File: src/rtl/bomb_blast_engine_if.sv
// Bus bundle between the arena initializer / player logic and bomb_blast_engine.
// The master side drives requests and player positions; the slave side returns maps and flags.
interface bomb_blast_engine_if;
    logic         tick;
    logic         load_arena;
    logic [99:0]  arena_init;
    logic         place_req;
    logic [6:0]   place_idx;
    logic [6:0]   p0_idx;
    logic [6:0]   p1_idx;
    logic [99:0]  arena;
    logic [99:0]  bombs;
    logic [99:0]  flame;
    logic         place_ack;
    logic         place_nak;
    logic         p0_hit;
    logic         p1_hit;
    logic         busy;

    modport master (
        output tick, load_arena, arena_init, place_req, place_idx, p0_idx, p1_idx,
        input  arena, bombs, flame, place_ack, place_nak, p0_hit, p1_hit, busy
    );

    modport slave (
        input  tick, load_arena, arena_init, place_req, place_idx, p0_idx, p1_idx,
        output arena, bombs, flame, place_ack, place_nak, p0_hit, p1_hit, busy
    );
endinterface

File: src/rtl/bomb_blast_engine.sv
// Bomb arming, fuse countdown and four-way flame sweep over a 10x10 arena.
// Define BOMB_CHAIN_EN to let flames detonate other armed bombs; otherwise bombs block flames.
module bomb_blast_engine #(
    parameter int FUSE_TICKS  = 8,
    parameter int FLAME_TICKS = 2,
    parameter int RANGE       = 2,
    parameter int NUM_SLOTS   = 2
) (
    input  logic               clk,
    input  logic               rst_n,
    bomb_blast_engine_if.slave bus
);
    // state  | meaning
    // IDLE   | accept placements, age flames, pick lowest expired bomb
    // CENTER | flame the origin cell and free its slot
    // SWEEP  | one target cell per clock, directions right, left, down, up
    // DONE   | reload the flame hold timer
    typedef enum logic [1:0] {IDLE, CENTER, SWEEP, DONE} state_t;

    state_t      state;
    logic [99:0] arena_q, bombs_q, flame_q;
    logic        ack_q, nak_q, hit0_q, hit1_q;
    logic [3:0]  flame_tmr;
    logic        slot_armed [NUM_SLOTS];
    logic [6:0]  slot_idx   [NUM_SLOTS];
    logic [3:0]  slot_fuse  [NUM_SLOTS];
    logic [1:0]  cur_slot;
    logic [6:0]  origin;
    logic [3:0]  orow, ocol;
    logic [1:0]  dir;
    logic [3:0]  step;

    logic        free_found, exp_found;
    logic [1:0]  free_slot, exp_slot;
    logic [6:0]  exp_idx;
    logic        place_ok;

    always_comb begin
        free_found = 1'b0;
        free_slot  = 2'd0;
        exp_found  = 1'b0;
        exp_slot   = 2'd0;
        exp_idx    = 7'd0;
        // descending scan so the lowest-numbered slot wins
        for (int i = NUM_SLOTS - 1; i >= 0; i--) begin
            if (!slot_armed[i]) begin
                free_found = 1'b1;
                free_slot  = 2'(i);
            end
            if (slot_armed[i] && slot_fuse[i] == 4'd0) begin
                exp_found = 1'b1;
                exp_slot  = 2'(i);
                exp_idx   = slot_idx[i];
            end
        end
        place_ok = (bus.place_idx <= 7'd99) && !arena_q[bus.place_idx]
                   && !bombs_q[bus.place_idx] && free_found;
    end

    logic [4:0] trow, tcol;
    logic       oob, is_wall, is_block, is_bomb, next_dir;
    logic [6:0] tgt;

    always_comb begin
        trow = {1'b0, orow};
        tcol = {1'b0, ocol};
        oob  = 1'b0;
        case (dir)
            2'd0: begin
                tcol = {1'b0, ocol} + {1'b0, step};
                oob  = tcol > 5'd9;
            end
            2'd1: begin
                oob  = step > ocol;
                tcol = {1'b0, ocol} - {1'b0, step};
            end
            2'd2: begin
                trow = {1'b0, orow} + {1'b0, step};
                oob  = trow > 5'd9;
            end
            default: begin
                oob  = step > orow;
                trow = {1'b0, orow} - {1'b0, step};
            end
        endcase
        tgt      = 7'(trow) * 7'd10 + 7'(tcol);
        is_wall  = oob || trow == 5'd0 || trow == 5'd9 || tcol == 5'd0 || tcol == 5'd9;
        is_block = !is_wall && arena_q[tgt];
        is_bomb  = !is_wall && !is_block && bombs_q[tgt];
`ifdef BOMB_CHAIN_EN
        next_dir = is_wall || is_block || (step == 4'(RANGE));
`else
        next_dir = is_wall || is_block || is_bomb || (step == 4'(RANGE));
`endif
    end

    always_ff @(posedge clk or negedge rst_n) begin
        if (!rst_n) begin
            state     <= IDLE;
            arena_q   <= '0;
            bombs_q   <= '0;
            flame_q   <= '0;
            ack_q     <= 1'b0;
            nak_q     <= 1'b0;
            hit0_q    <= 1'b0;
            hit1_q    <= 1'b0;
            flame_tmr <= 4'd0;
            cur_slot  <= 2'd0;
            origin    <= 7'd0;
            orow      <= 4'd0;
            ocol      <= 4'd0;
            dir       <= 2'd0;
            step      <= 4'd1;
            for (int i = 0; i < NUM_SLOTS; i++) begin
                slot_armed[i] <= 1'b0;
                slot_idx[i]   <= 7'd0;
                slot_fuse[i]  <= 4'd0;
            end
        end else begin
            ack_q <= 1'b0;
            nak_q <= 1'b0;
            if (bus.load_arena) begin
                // load aborts any blast in flight and wipes all play state
                state     <= IDLE;
                arena_q   <= bus.arena_init;
                bombs_q   <= '0;
                flame_q   <= '0;
                hit0_q    <= 1'b0;
                hit1_q    <= 1'b0;
                flame_tmr <= 4'd0;
                nak_q     <= bus.place_req;
                for (int i = 0; i < NUM_SLOTS; i++) begin
                    slot_armed[i] <= 1'b0;
                    slot_fuse[i]  <= 4'd0;
                end
            end else begin
                for (int i = 0; i < NUM_SLOTS; i++)
                    if (bus.tick && slot_armed[i] && slot_fuse[i] != 4'd0)
                        slot_fuse[i] <= slot_fuse[i] - 4'd1;
                if (bus.p0_idx <= 7'd99 && flame_q[bus.p0_idx]) hit0_q <= 1'b1;
                if (bus.p1_idx <= 7'd99 && flame_q[bus.p1_idx]) hit1_q <= 1'b1;
                if (state != IDLE) nak_q <= bus.place_req;

                case (state)
                    IDLE: begin
                        if (bus.place_req) begin
                            if (place_ok) begin
                                ack_q <= 1'b1;
                                bombs_q[bus.place_idx] <= 1'b1;
                                for (int i = 0; i < NUM_SLOTS; i++)
                                    if (2'(i) == free_slot) begin
                                        slot_armed[i] <= 1'b1;
                                        slot_idx[i]   <= bus.place_idx;
                                        slot_fuse[i]  <= 4'(FUSE_TICKS);
                                    end
                            end else begin
                                nak_q <= 1'b1;
                            end
                        end
                        if (bus.tick && flame_tmr != 4'd0) begin
                            flame_tmr <= flame_tmr - 4'd1;
                            if (flame_tmr == 4'd1) flame_q <= '0;
                        end
                        if (exp_found) begin
                            cur_slot <= exp_slot;
                            origin   <= exp_idx;
                            orow     <= 4'(exp_idx / 7'd10);
                            ocol     <= 4'(exp_idx % 7'd10);
                            state    <= CENTER;
                        end
                    end
                    CENTER: begin
                        flame_q[origin] <= 1'b1;
                        bombs_q[origin] <= 1'b0;
                        for (int i = 0; i < NUM_SLOTS; i++)
                            if (2'(i) == cur_slot) slot_armed[i] <= 1'b0;
                        dir   <= 2'd0;
                        step  <= 4'd1;
                        state <= SWEEP;
                    end
                    SWEEP: begin
                        if (!is_wall) begin
`ifdef BOMB_CHAIN_EN
                            flame_q[tgt] <= 1'b1;
`else
                            if (!is_bomb) flame_q[tgt] <= 1'b1;
`endif
                            if (is_block) arena_q[tgt] <= 1'b0;
                        end
`ifdef BOMB_CHAIN_EN
                        if (is_bomb)
                            for (int i = 0; i < NUM_SLOTS; i++)
                                if (slot_armed[i] && slot_idx[i] == tgt) slot_fuse[i] <= 4'd0;
`endif
                        if (next_dir) begin
                            if (dir == 2'd3) state <= DONE;
                            else begin
                                dir  <= dir + 2'd1;
                                step <= 4'd1;
                            end
                        end else begin
                            step <= step + 4'd1;
                        end
                    end
                    DONE: begin
                        flame_tmr <= 4'(FLAME_TICKS);
                        state     <= IDLE;
                    end
                    default: state <= IDLE;
                endcase
            end
        end
    end

    assign bus.arena     = arena_q;
    assign bus.bombs     = bombs_q;
    assign bus.flame     = flame_q;
    assign bus.place_ack = ack_q;
    assign bus.place_nak = nak_q;
    assign bus.p0_hit    = hit0_q;
    assign bus.p1_hit    = hit1_q;
    assign bus.busy      = (state != IDLE);
endmodule

File: src/flat_wrapper.sv
// flat-port wrapper written by rule: the top's interface ports become plain ports
module bomb_blast_engine_flat 
#(
    parameter int FUSE_TICKS  = 8,
    parameter int FLAME_TICKS = 2,
    parameter int RANGE       = 2,
    parameter int NUM_SLOTS   = 2
)
  (clk, rst_n, bus_tick, bus_load_arena, bus_arena_init, bus_place_req, bus_place_idx, bus_p0_idx, bus_p1_idx, bus_arena, bus_bombs, bus_flame, bus_place_ack, bus_place_nak, bus_p0_hit, bus_p1_hit, bus_busy);
  bomb_blast_engine_if bus_i ();
  input  logic clk;
  input  logic rst_n;
  input wire logic [$bits(bus_i.tick)-1:0] bus_tick;
  input wire logic [$bits(bus_i.load_arena)-1:0] bus_load_arena;
  input wire logic [$bits(bus_i.arena_init)-1:0] bus_arena_init;
  input wire logic [$bits(bus_i.place_req)-1:0] bus_place_req;
  input wire logic [$bits(bus_i.place_idx)-1:0] bus_place_idx;
  input wire logic [$bits(bus_i.p0_idx)-1:0] bus_p0_idx;
  input wire logic [$bits(bus_i.p1_idx)-1:0] bus_p1_idx;
  output wire logic [$bits(bus_i.arena)-1:0] bus_arena;
  output wire logic [$bits(bus_i.bombs)-1:0] bus_bombs;
  output wire logic [$bits(bus_i.flame)-1:0] bus_flame;
  output wire logic [$bits(bus_i.place_ack)-1:0] bus_place_ack;
  output wire logic [$bits(bus_i.place_nak)-1:0] bus_place_nak;
  output wire logic [$bits(bus_i.p0_hit)-1:0] bus_p0_hit;
  output wire logic [$bits(bus_i.p1_hit)-1:0] bus_p1_hit;
  output wire logic [$bits(bus_i.busy)-1:0] bus_busy;
  assign bus_i.tick = bus_tick;
  assign bus_i.load_arena = bus_load_arena;
  assign bus_i.arena_init = bus_arena_init;
  assign bus_i.place_req = bus_place_req;
  assign bus_i.place_idx = bus_place_idx;
  assign bus_i.p0_idx = bus_p0_idx;
  assign bus_i.p1_idx = bus_p1_idx;
  assign bus_arena = bus_i.arena;
  assign bus_bombs = bus_i.bombs;
  assign bus_flame = bus_i.flame;
  assign bus_place_ack = bus_i.place_ack;
  assign bus_place_nak = bus_i.place_nak;
  assign bus_p0_hit = bus_i.p0_hit;
  assign bus_p1_hit = bus_i.p1_hit;
  assign bus_busy = bus_i.busy;
  bomb_blast_engine #(.FUSE_TICKS(FUSE_TICKS), .FLAME_TICKS(FLAME_TICKS), .RANGE(RANGE), .NUM_SLOTS(NUM_SLOTS)) u_core (.clk(clk), .rst_n(rst_n), .bus(bus_i));
endmodule
File: config.mk
export PLATFORM = sky130hd
export DESIGN_NAME = bomb_blast_engine_flat
export DESIGN_NICKNAME = d
export VERILOG_FILES = /design/src/rtl/bomb_blast_engine_if.sv /design/src/rtl/bomb_blast_engine.sv /design/src/flat_wrapper.sv
export SDC_FILE = /design/constraint.sdc
export NUM_CORES = 1
export LEC_CHECK = 0
export CORE_AREA = 5 5 313 315
export DETAILED_ROUTE_END_ITERATION = 12
export DIE_AREA = 0 0 318 320
export DONT_BUFFER_PORTS = 1
export PLACE_DENSITY = 0.35
export SLEW_MARGIN = 0
export SYNTH_ARGS = -nofsm -noshare
export SYNTH_HDL_FRONTEND = slang
export SYNTH_SLANG_ARGS = --single-unit
File: constraint.sdc
create_clock -name clk -period 12 [get_ports clk]
set_input_delay 0.6 -clock clk [delete_from_list [all_inputs] [get_ports clk]]
set_output_delay 0.6 -clock clk [all_outputs]
set_load 0.1 [all_outputs]
### Word-level counts from Yosys, hierarchy flattened

Index checks and enable logic that the tools add are counted.

* bits in latches: 0
* bits in read-only memories: 0
* bits in writable memories: 0
* output and inout bits: 305
* logic and storage cells: 236
* register bits: 357
* memories: 0
* input port bits: 126

* muxes and demuxes: 88
* divide/modulo/power cells: 2
* reduce and logical (&&, ||, !) cells: 62
* shift operators: 0
* bitwise logic cells: 8
* eq/ne operators: 29
* magnitude comparators: 15
* $mul: 1
* add/sub/neg operators: 10

Operators with widths (count)
* $mux 100: 12
* $or 100x100->100: 3
* $pmux 100 s3: 1
* $and 100x100->100: 2
* $not 100->100: 2
* $pmux 100 s2: 1
* $bmux 1 s7: 6
* $lt 7x8->1 const B: 5
* $mux 1: 34
* $mux 4: 8
* $mux 8: 4
* $ne 3x2->1 const B: 10
* $reduce_and 5->1: 5
* $demux 1 s7: 3
* $ge 7x1->1 const B: 3
* $le 7x7->1 const B: 3
* $pmux 5 s2: 2
* $logic_and 1x1->1: 18
* $mux 2: 9
* $pmux 4 s2: 2
* $reduce_bool 4->1: 4
* $reduce_and 3->1: 5
* $mux 7: 2
* $ne 3x3->1 const B: 4
* other kinds (34): 67

### Depth between registers and ports, before layout

Gate-level depths: netlist of run 1.

* depth in word-level cells: 18
* mapped depth: 24
* mapped depth without buffers: 20

### Worst setup path before layout of run 1

OpenSTA, ideal clock, no wires.

* path type: register to register
* start point: reg u_core.step[1]
* end point: reg u_core.flame_q[81] (netlist: u_core.bus.flame[81])
* period minus slack after synthesis: 5.218 ns
* path slack: 6.782 ns
* buffers on the path: 3
* required time: 11.923 ns
* cell stages (with the launch flop): 24
* library setup time: 0.077 ns
* arrival: 5.141 ns
* cells stage by stage: dfrtp_1 -> inv_1 -> ha_1 -> nand2b_1 -> a21oi_1 -> o221a_2 -> nor2_1 -> ha_1 -> ha_1 -> inv_1 -> fa_1 -> nand3b_1 -> o221a_2 -> xnor2_1 -> nor3b_1 -> or2_2 -> clkbuf_1 -> a311oi_1 -> o31ai_2 -> nand3b_1 -> a31o_1 -> buf_6 -> buf_6 -> a21oi_1

* longest elaborated chain between the ends: 14
* elaborated cells between the ends (all ways): 43
* classes of those cells: 5 x add/sub; 1 x mul; 6 x order compare; 4 x eq/ne; 13 x mux; 1 x bitwise; 13 x reduce/logical

Ends and longest elaborated chain
* start: declaration: RTL line bomb_blast_engine.sv:31 `logic [3:0] step;`
* start signal: assignment: RTL line bomb_blast_engine.sv:202 `step <= step + 4'd1;`
* branches (longest 14 deep; another with $lt 7x8->1)
* end signal: assignment: RTL line bomb_blast_engine.sv:102 `flame_q <= '0;`
* end signal: assignment: RTL line bomb_blast_engine.sv:127 `flame_q <= '0;`
* end signal: assignment: RTL line bomb_blast_engine.sv:162 `if (flame_tmr == 4'd1) flame_q <= '0;`
* end: declaration: RTL line bomb_blast_engine.sv:21 `logic [99:0] arena_q, bombs_q, flame_q;`

Several ways; the timed one is not identified. The select of a mux whose other input is x is not followed.
A chain may end at the register's enable or synchronous reset.

### Worst setup path in the final report of run 1

* start point: reg u_core.step[0]
* end point: reg u_core.flame_q[83] (netlist: u_core.bus.flame[83])

The elaborated chain is that of the path after synthesis.

==> summary.md, run 1 <==
| Metric | Value |
|---|---|
| Static leakage | 10.69 nW |
| Clock sinks | 355 |
| Worst-path fanout max | 78 |
| Crit path largest cell delay | 1.13 ns |
| Synth top area share | 37.73% |
| Core box area | 94590 um2 |
| Final wirelength | 136800 um |
| # Max-Cap Violations | 0 |
| Post-synth EDFFs | 0 |
| GPL Wtd Cong | 0.9112 |
| Top layer in use | met5 |
| Outcome | completed |
| Pre-Repair DR Iteration Count | 7 |
| Net switching power figure | 0.004430 W |
| Synth top area cells | dfrtp_1 38%, mux4_2 7.9%, o21ai_0 7.2% |
| Root Buffer Master | clkbuf_16 |
| Top FF cell, synth | dfrtp_1 |
| Setup bufs post-CTS | 0 |
| Area grow syn2layout | 15.04% |
| Ys Warns | 0 |
| Design area | 27010 um2 |
| Reg-to-Reg Start | u_core.step[0] |
| CTS tree | built |
| Cells after Synth | 2665 |
| Flop pwr share | 19.9% |
| Post-Route Utilization | 28.56% |
| Max IR drop VDD | 0.0003798 V |
| Post-DP HPWL | 100300 um |
| Skew final | 0.03893 ns |
| H-tree levels | 2 |
| RSZ-0062 raised after global routing | no |
| Reg2reg setup slack | 4.02 ns |
| Leading area contributor after synthesis | dfrtp_1 |
| Register area | 8885 um2 |
| Die Span Y | 320 um |
| Hold Fails Final Rpt | 0 |
| Relative slew slack | 13.63% |
| Final worst setup slack | 4.021 ns |
| Unique cell type count in the Yosys netlist | 88 |
| Clock share of power | 20.0% |
| ANT nets after route | 0 |
| Cell Pwr Density | 296.8 nW/um2 |
| Worst Path Arrival | 8.53 ns |
| Layout cells sized above 1 | 14.89% |
| Remaining global-route overflow | 0 |
| Syn avg cell area | 8.811 um2 |
| Logic pwr share | 60.1% |
| Initial drt markers | 2480 |
| DP Worst Slack | 4.116 ns |
| CTS Buffer Depth | 3 |
| Post-synth ARST share | 100.0% |
| Cell with the most instances on the worst path | buf_4 |
| Post-CTS sizing | 0 |
| Fin. max-slew vios | 0 |
| Final setup viols | 0 |
| Crit start category | register |
| CTS Hold Bufs | 2 |
| Metal1 wirelength | 58000 um |
| Commonest non-fill, non-tap cell in the layout | dfrtp_1 |
| Critical Path Start | u_core.step[0] |
| Setup TNS | 0 ns |
| Placed instance area | 25150 um2 |
| CTS clk-pin slew, worst paths | 0.07 ns |
| Initial Util | 24.83% |
| Final Cycle Share | 66.49% |
| Input/output buffers | 0 |
| Initial antenna violation count | 21 |
| Tightest Hold Check Type | in -> reg |
| Reg2reg path depth | 19 |
| P_int | 0.003589 W |
| Footprint of the multi-input gates | 13360 um2 |
| Crit path cell chain | ha_1 > fa_1 > a22oi_1 > o21ai_0 > fa_4 > buf_4 > nor2_1 > a22oi_1 > nor2_1 > o31a_1 > or4_1 > a22o_1 > o31ai_4 > buf_4 > nand3b_1 > buf_4 > a31o_4 > buf_4 > a21oi_1 |
| Via count of the first global-routing pass | 22451 |
| Min cycle time layout | 7.979 ns |
| Vias | 23469 |
| Drt wl/cell | 34.81 um |
| Die Wd | 318 um |
| CP Data Required Time | 12.55 ns |
| Crit path to | u_core.bus.flame[83] |
| CTS buffer count | 48 |
| CP max stage cell | fa_4 |
| Largest net degree at the start of global routing | 355 |
| GRT Util Overall | 25.48% |
| Row count | 113 |
| Crit. End Element | register |
| Setup CP Type | reg -> reg |
| Seq/Total Area, Yosys | 37.84% |
| Fill count | 10011 |
| Synthesis-stage register bit count | 355 |
| Worst-Skew Late Latency | 0.65 ns |
| Switching share of power | 55.25% |
| Total die area | 101800 um2 |
| Worst r2r dst | u_core.bus.flame[83] |
| Worst-margin pin slew | 1.296 ns |
| Max Freq | 125.3 MHz |
| Final net count | 2791 |
| WL met2 | 62420 um |
| # DRC | 0 |
| Cell Area, Synth | 23480 um2 |
| Top Ports | 431 |
| Routed wl met3 | 13470 um |
| Most frequent cells in the layout | 354 x dfrtp_1, 336 x o21ai_0, 248 x nand2_1, 210 x nor2_1, 164 x a21oi_1 |
| First-pass GRT wire length | 189500 um |
| Vias per cell | 5.973 |
| Post-Syn Nets | 2843 |
[state kept, by name, summed over array words and instances (netlist names)]
name and count:
u_core.bus.arena 100, u_core.bus.bombs 100, u_core.bus.flame 100, u_core.bus.p0_hit 1, u_core.bus.p1_hit 1, u_core.bus.place_ack 1
u_core.bus.place_nak 1, u_core.cur_slot 1, u_core.dir 2, u_core.flame_tmr 4, u_core.ocol 4, u_core.origin 6
u_core.orow 4, u_core.slot_armed 2, u_core.slot_fuse 8, u_core.slot_idx 14, u_core.state 2, u_core.step 4
[synth_stat cells, types with 6 or more instances]
master	number
nor2b_1	22
o21ai_0	336
o211ai_1	14
a31oi_1	127
nor4_1	9
a311oi_1	9
buf_6	11
a211oi_1	19
a22oi_1	17
o2bb2ai_1	11
buf_2	53
and4_1	6
dfrtp_1	354
xnor2_1	16
nor4b_1	6
o22a_1	60
o221ai_1	9
clkbuf_1	171
nor2_1	210
a221oi_1	13
nor3_1	99
o21a_1	6
a21oi_1	164
nand2b_1	20
or3_1	17
mux4_2	82
o22ai_1	103
a21o_1	6
fa_1	6
buf_1	16
o21ai_1	22
o31ai_1	61
mux2_2	33
nand3_1	53
nand2_1	248
or2_2	12
mux2i_1	33
ha_1	46
inv_1	55
[through the flow]
stage,hold slack (ns),instances,total power (W)
after floorplan,0.3044,2665,0.004867
after global placement,0.3645,3823,0.006332
after detailed placement,0.3657,3823,0.006340
after CTS,0.04386,3915,0.007993
after global routing,0.05910,3920,0.008398
final,0.07715,3929,0.008019
[critical path, delay by kind of cell (launching register included)]
family	cells	cell delay (ns)
flops	1	0.63
buf+inv	4	2.02
compound gates	8	2.12
fa+ha+maj	3	1.78
simple gates	4	1.15
[power groups by stage]
stage | Clock [W] | Combinational (W) | Sequential [W]
final | 0.00160 | 0.00482 | 0.00160
after global routing | 0.00168 | 0.00511 | 0.00161
after floorplan | 0 | 0.00315 | 0.00172
after global placement | 0 | 0.00472 | 0.00161
after CTS | 0.00163 | 0.00477 | 0.00160
after detailed placement | 0 | 0.00472 | 0.00162
[cells by family after synthesis]
kind of cell | share of synthesized area, %
flip-flops | 37.84
adder cells (fa/ha/maj) | 2.963
AND/OR/NAND/NOR | 14.62
XOR/XNOR | 0.7833
AO/OA/AOI/OAI | 27.29
multiplexers | 10.85
buffers and inverters | 5.654
[worst min-delay path by stage]
| stage | to | startpoint | depth (start not counted) | slack, ns |
|---|---|---|---|---|
| 4_1_cts | u_core.bus.arena[67] | bus_arena_init[67] | 2 | 0.04 |
| 5_1_grt | u_core.bus.arena[67] | bus_arena_init[67] | 2 | 0.06 |
| 6_report | u_core.bus.arena[7] | bus_arena_init[7] | 2 | 0.08 |
| 3_5_place_dp | u_core.bus.flame[52] | rst_n | 0 | 0.37 |
| 2_1_floorplan | u_core.bus.arena[0] | rst_n | 0 | 0.30 |
| 3_3_place_gp | u_core.bus.flame[53] | rst_n | 0 | 0.36 |
[metal layers]
layer / vias to the layer above / global-route usage [%]
met5: - / 0
met4: 22 / 4.996
met3: 156 / 8.657
met2: 1127 / 40.51
met1: 12228 / 34.09
li1: 9936 / -
[cell type report]
| class | count | share of cell area, % |
|---|---|---|
| sequential | 355 | 32.89 |
| clock buffer | 65 | 5.127 |
| clock inverter | 25 | 1.292 |
| antenna | 11 | 0.1019 |
| inverter | 57 | 0.7920 |
| multi-input combinational | 1999 | 49.47 |
| timing repair buffer | 152 | 4.465 |
| tap | 1265 | 5.859 |
Power figures use the tool's default switching activity.
==> run 2, diff against run 1 <==
==> constraint.sdc (replaced) <==
create_clock -name clk -period 8.23 [get_ports clk]
set_input_delay 0.4115 -clock clk [delete_from_list [all_inputs] [get_ports clk]]
set_output_delay 0.4115 -clock clk [all_outputs]
set_load 0.1 [all_outputs]
==> summary.md, run 2 (synthesized netlist as in run 1, its figures left out) <==
| Metric | Value |
|---|---|
| Outcome | finished, violations left |
| Violated checks | hold timing |
| Final net count | 2918 (+4.6%) |
| Top Family by Delay on Critical Path | compound AO/OA/AOI/OAI gates |
| Root Buffer Master | clkbuf_16 |
| CP max stage cell | buf_4 |
| Crit path cell chain | inv_1 > ha_1 > nand2b_1 > a21oi_1 > o221a_2 > nor2_1 > ha_1 > ha_1 > ha_1 > nor3_1 > nor3_1 > buf_4 > o31a_1 > or4_1 > a22o_1 > o31ai_4 > buf_4 > o31ai_1 > o21ai_0 > dlygate4sd3_1 |
| Setup CP Type | reg -> reg |
| Cell Pwr Density | 420.5 nW/um2 (+42%) |
| Switching share of power | 55.64% (+0.40 points) |
| # Max-Cap Violations | 0 (unchanged) |
| CTS Buffer Depth | 3 (unchanged) |
| Initial Util | 24.83% (unchanged) |
| Fill count | 10028 (+0.17%) |
| DP Cell Count | 3812 (-0.29%) |
| Row count | 113 (unchanged) |
| CTS Hold Bufs | 143 (+141) |
| Logic pwr share | 61.7% (+1.6 points) |
| Vias per cell | 6.037 (+1.1%) |
| RSZ-0062 raised after global routing | no |
| Final Cycle Share | 87.24% (+21 points) |
| Relative slew slack | 14.18% (+0.56 points) |
| Commonest non-fill, non-tap cell in the layout | dfrtp_1 |
| CTS tree | built |
| Register area | 8885 um2 (unchanged) |
| Remaining global-route overflow | 0 (unchanged) |
| Footprint of the multi-input gates | 13350 um2 (about the same) |
| Post-DP HPWL | 100700 um (+0.43%) |
| Final wirelength | 141300 um (+3.3%) |
| GRT Util Overall | 26.35% (+0.87 points) |
| Vias | 24442 (+4.1%) |
| Clock sinks | 355 (unchanged) |
| Setup bufs post-CTS | 0 (unchanged) |
| Core box area | 94590 um2 (unchanged) |
| H-tree levels | 2 (unchanged) |
| Crit path largest cell delay | 0.67 ns (-0.46 ns) |
| WHS | -0.4568 ns (-0.5340 ns) |
| Flop pwr share | 20.0% (about the same) |
| ANT nets after route | 0 (unchanged) |
| Input/output buffers | 0 (unchanged) |
| Crit. End Element | register |
| Die Span Y | 320 um (unchanged) |
| Most frequent cells in the layout | 354 x dfrtp_1, 336 x o21ai_0, 248 x nand2_1, 210 x nor2_1, 164 x a21oi_1 |
| Finished Layout Cells | 4049 (+3.1%) |
| Worst-path fanout max | 65 (-17%) |
| Worst Path Arrival | 7.73 ns (-0.80 ns) |
| Drt wl/cell | 34.89 um (+0.23%) |
| Hold Fails Final Rpt | 354 (+354) |
| Worst-margin pin slew | 1.287 ns (-0.008363 ns) |
| Pre-Repair DR Iteration Count | 5 (-2) |
| GPL Wtd Cong | 0.9202 (+0.99%) |
| Via count of the first global-routing pass | 23718 (+5.6%) |
| # DRC | 0 (unchanged) |
| First-pass GRT wire length | 195800 um (+3.3%) |
| Crit start category | register |
| CTS buffer count | 48 (unchanged) |
| Cell with the most instances on the worst path | ha_1 |
| Layout cells sized above 1 | 13.64% (-1.2 points) |
| Fin. max-slew vios | 0 (unchanged) |
| CP Data Required Time | 8.78 ns (-3.77 ns) |
| Worst-Skew Late Latency | 0.63 ns (-0.02 ns) |
| Post-CTS sizing | 0 (unchanged) |
| Tightest Hold Check Type | in -> async |
| Min cycle time layout | 7.180 ns (-0.7994 ns) |
| CTS clk-pin slew, worst paths | 0.06 ns (about the same) |
| Net switching power figure | 0.006594 W (+49%) |
| Initial drt markers | 2603 (+5.0%) |
| Static leakage | 11.12 nW (+4.1%) |
| Worst Path Buf+Inv | 4 (unchanged) |
| Skew final | 0.02401 ns (-0.01492 ns) |
| Top Ports | 431 (unchanged) |
| Final setup viols | 0 (unchanged) |
| Area grow syn2layout | 20.02% |
| P_int | 0.005257 W (+46%) |
| Setup TNS | 0 ns (unchanged) |
| Total die area | 101800 um2 (unchanged) |
| Largest net degree at the start of global routing | 356 (+0.28%) |
| Max Freq | 139.3 MHz (+11%) |
| Max IR drop VDD | 0.0005904 V (+55%) |
| Clock share of power | 18.3% (-1.7 points) |
| Die Wd | 318 um (unchanged) |
| Initial antenna violation count | 12 (-43%) |
-- run 2: changes by cell type in the layout (fill, tap and decap cells not counted), sizes merged --
cell         change
buf             -11
bufinv           -4
clkbuf           +3
clkinv           +2
diode            -5
dlygate4sd3    +138
inv              -3
-- run 2: worst reg2reg max path, delay by kind of cell, from the launching register on --
family | cells | cell delay [ns]
AO/OA/AOI/OAI | 7 | 1.83
buffers and inverters | 4 | 1.75
flip-flops | 1 | 0.56
AND/OR/NAND/NOR | 5 | 1.68
adder cells (fa/ha/maj) | 4 | 1.30
-- run 2: layout make-up --
cell class              count  area share [%]
multi-input cells        1999           47.38
flip-flops and latches    355           31.53
repair buffers            279           8.950
well taps                1265           5.616
clock buffers              68           5.026
inverters                  57          0.7592
clock inverters            20          0.6926
diodes                      6         0.05328
-- run 2: stage by stage --
step	power [W]	worst slack, ns	hold WS, ns	cell area (um2)	util [%]
3_5_place_dp	0.009490	1.279	0.1710	25080	26.51
2_1_floorplan	0.007096	3.012	0.1159	23480	-
4_1_cts	0.01180	1.141	-0.4960	28170	29.78
3_3_place_gp	0.009458	1.374	0.1688	25080	26.51
6_report	0.01185	1.050	-0.4568	28180	29.79
5_1_grt	0.01241	0.6286	-0.4958	28170	29.78
-- run 2: power groups by stage --
stage,registers (W),logic [W],clock network [W]
after floorplan,0.00250,0.00459,0
after global placement,0.00239,0.00707,0
after detailed placement,0.00239,0.00710,0
after CTS,0.00236,0.00722,0.00222
after global routing,0.00238,0.00775,0.00228
final,0.00237,0.00731,0.00217
-- run 2: worst paths after layout --
check,end,start,slack (ns),cells past startpoint
worst max register to register,u_core.bus.arena[65],u_core.step[1],1.05,20
max in group asynchronous,u_core.bus.bombs[21],rst_n,7.87,0
min in group clk,u_core.bus.arena[34],bus_arena_init[34],0.06,2
worst min-delay path,u_core.bus.flame[55],rst_n,-0.46,0
worst max-delay path,u_core.bus.arena[65],u_core.step[1],1.05,20
worst min register to register,u_core.slot_idx[9],u_core.slot_idx[9],0.51,1
-- run 2: routing by layer --
metal | up-vias | wire length [um] | global-route usage [%]
met1 | 12565 | 58450 | 35.34
met3 | 276 | 14650 | 8.246
li1 | 10198 | - | -
met4 | 4 | 5557 | 9.024
met2 | 1399 | 62580 | 40.41
met5 | - | 23 | 0
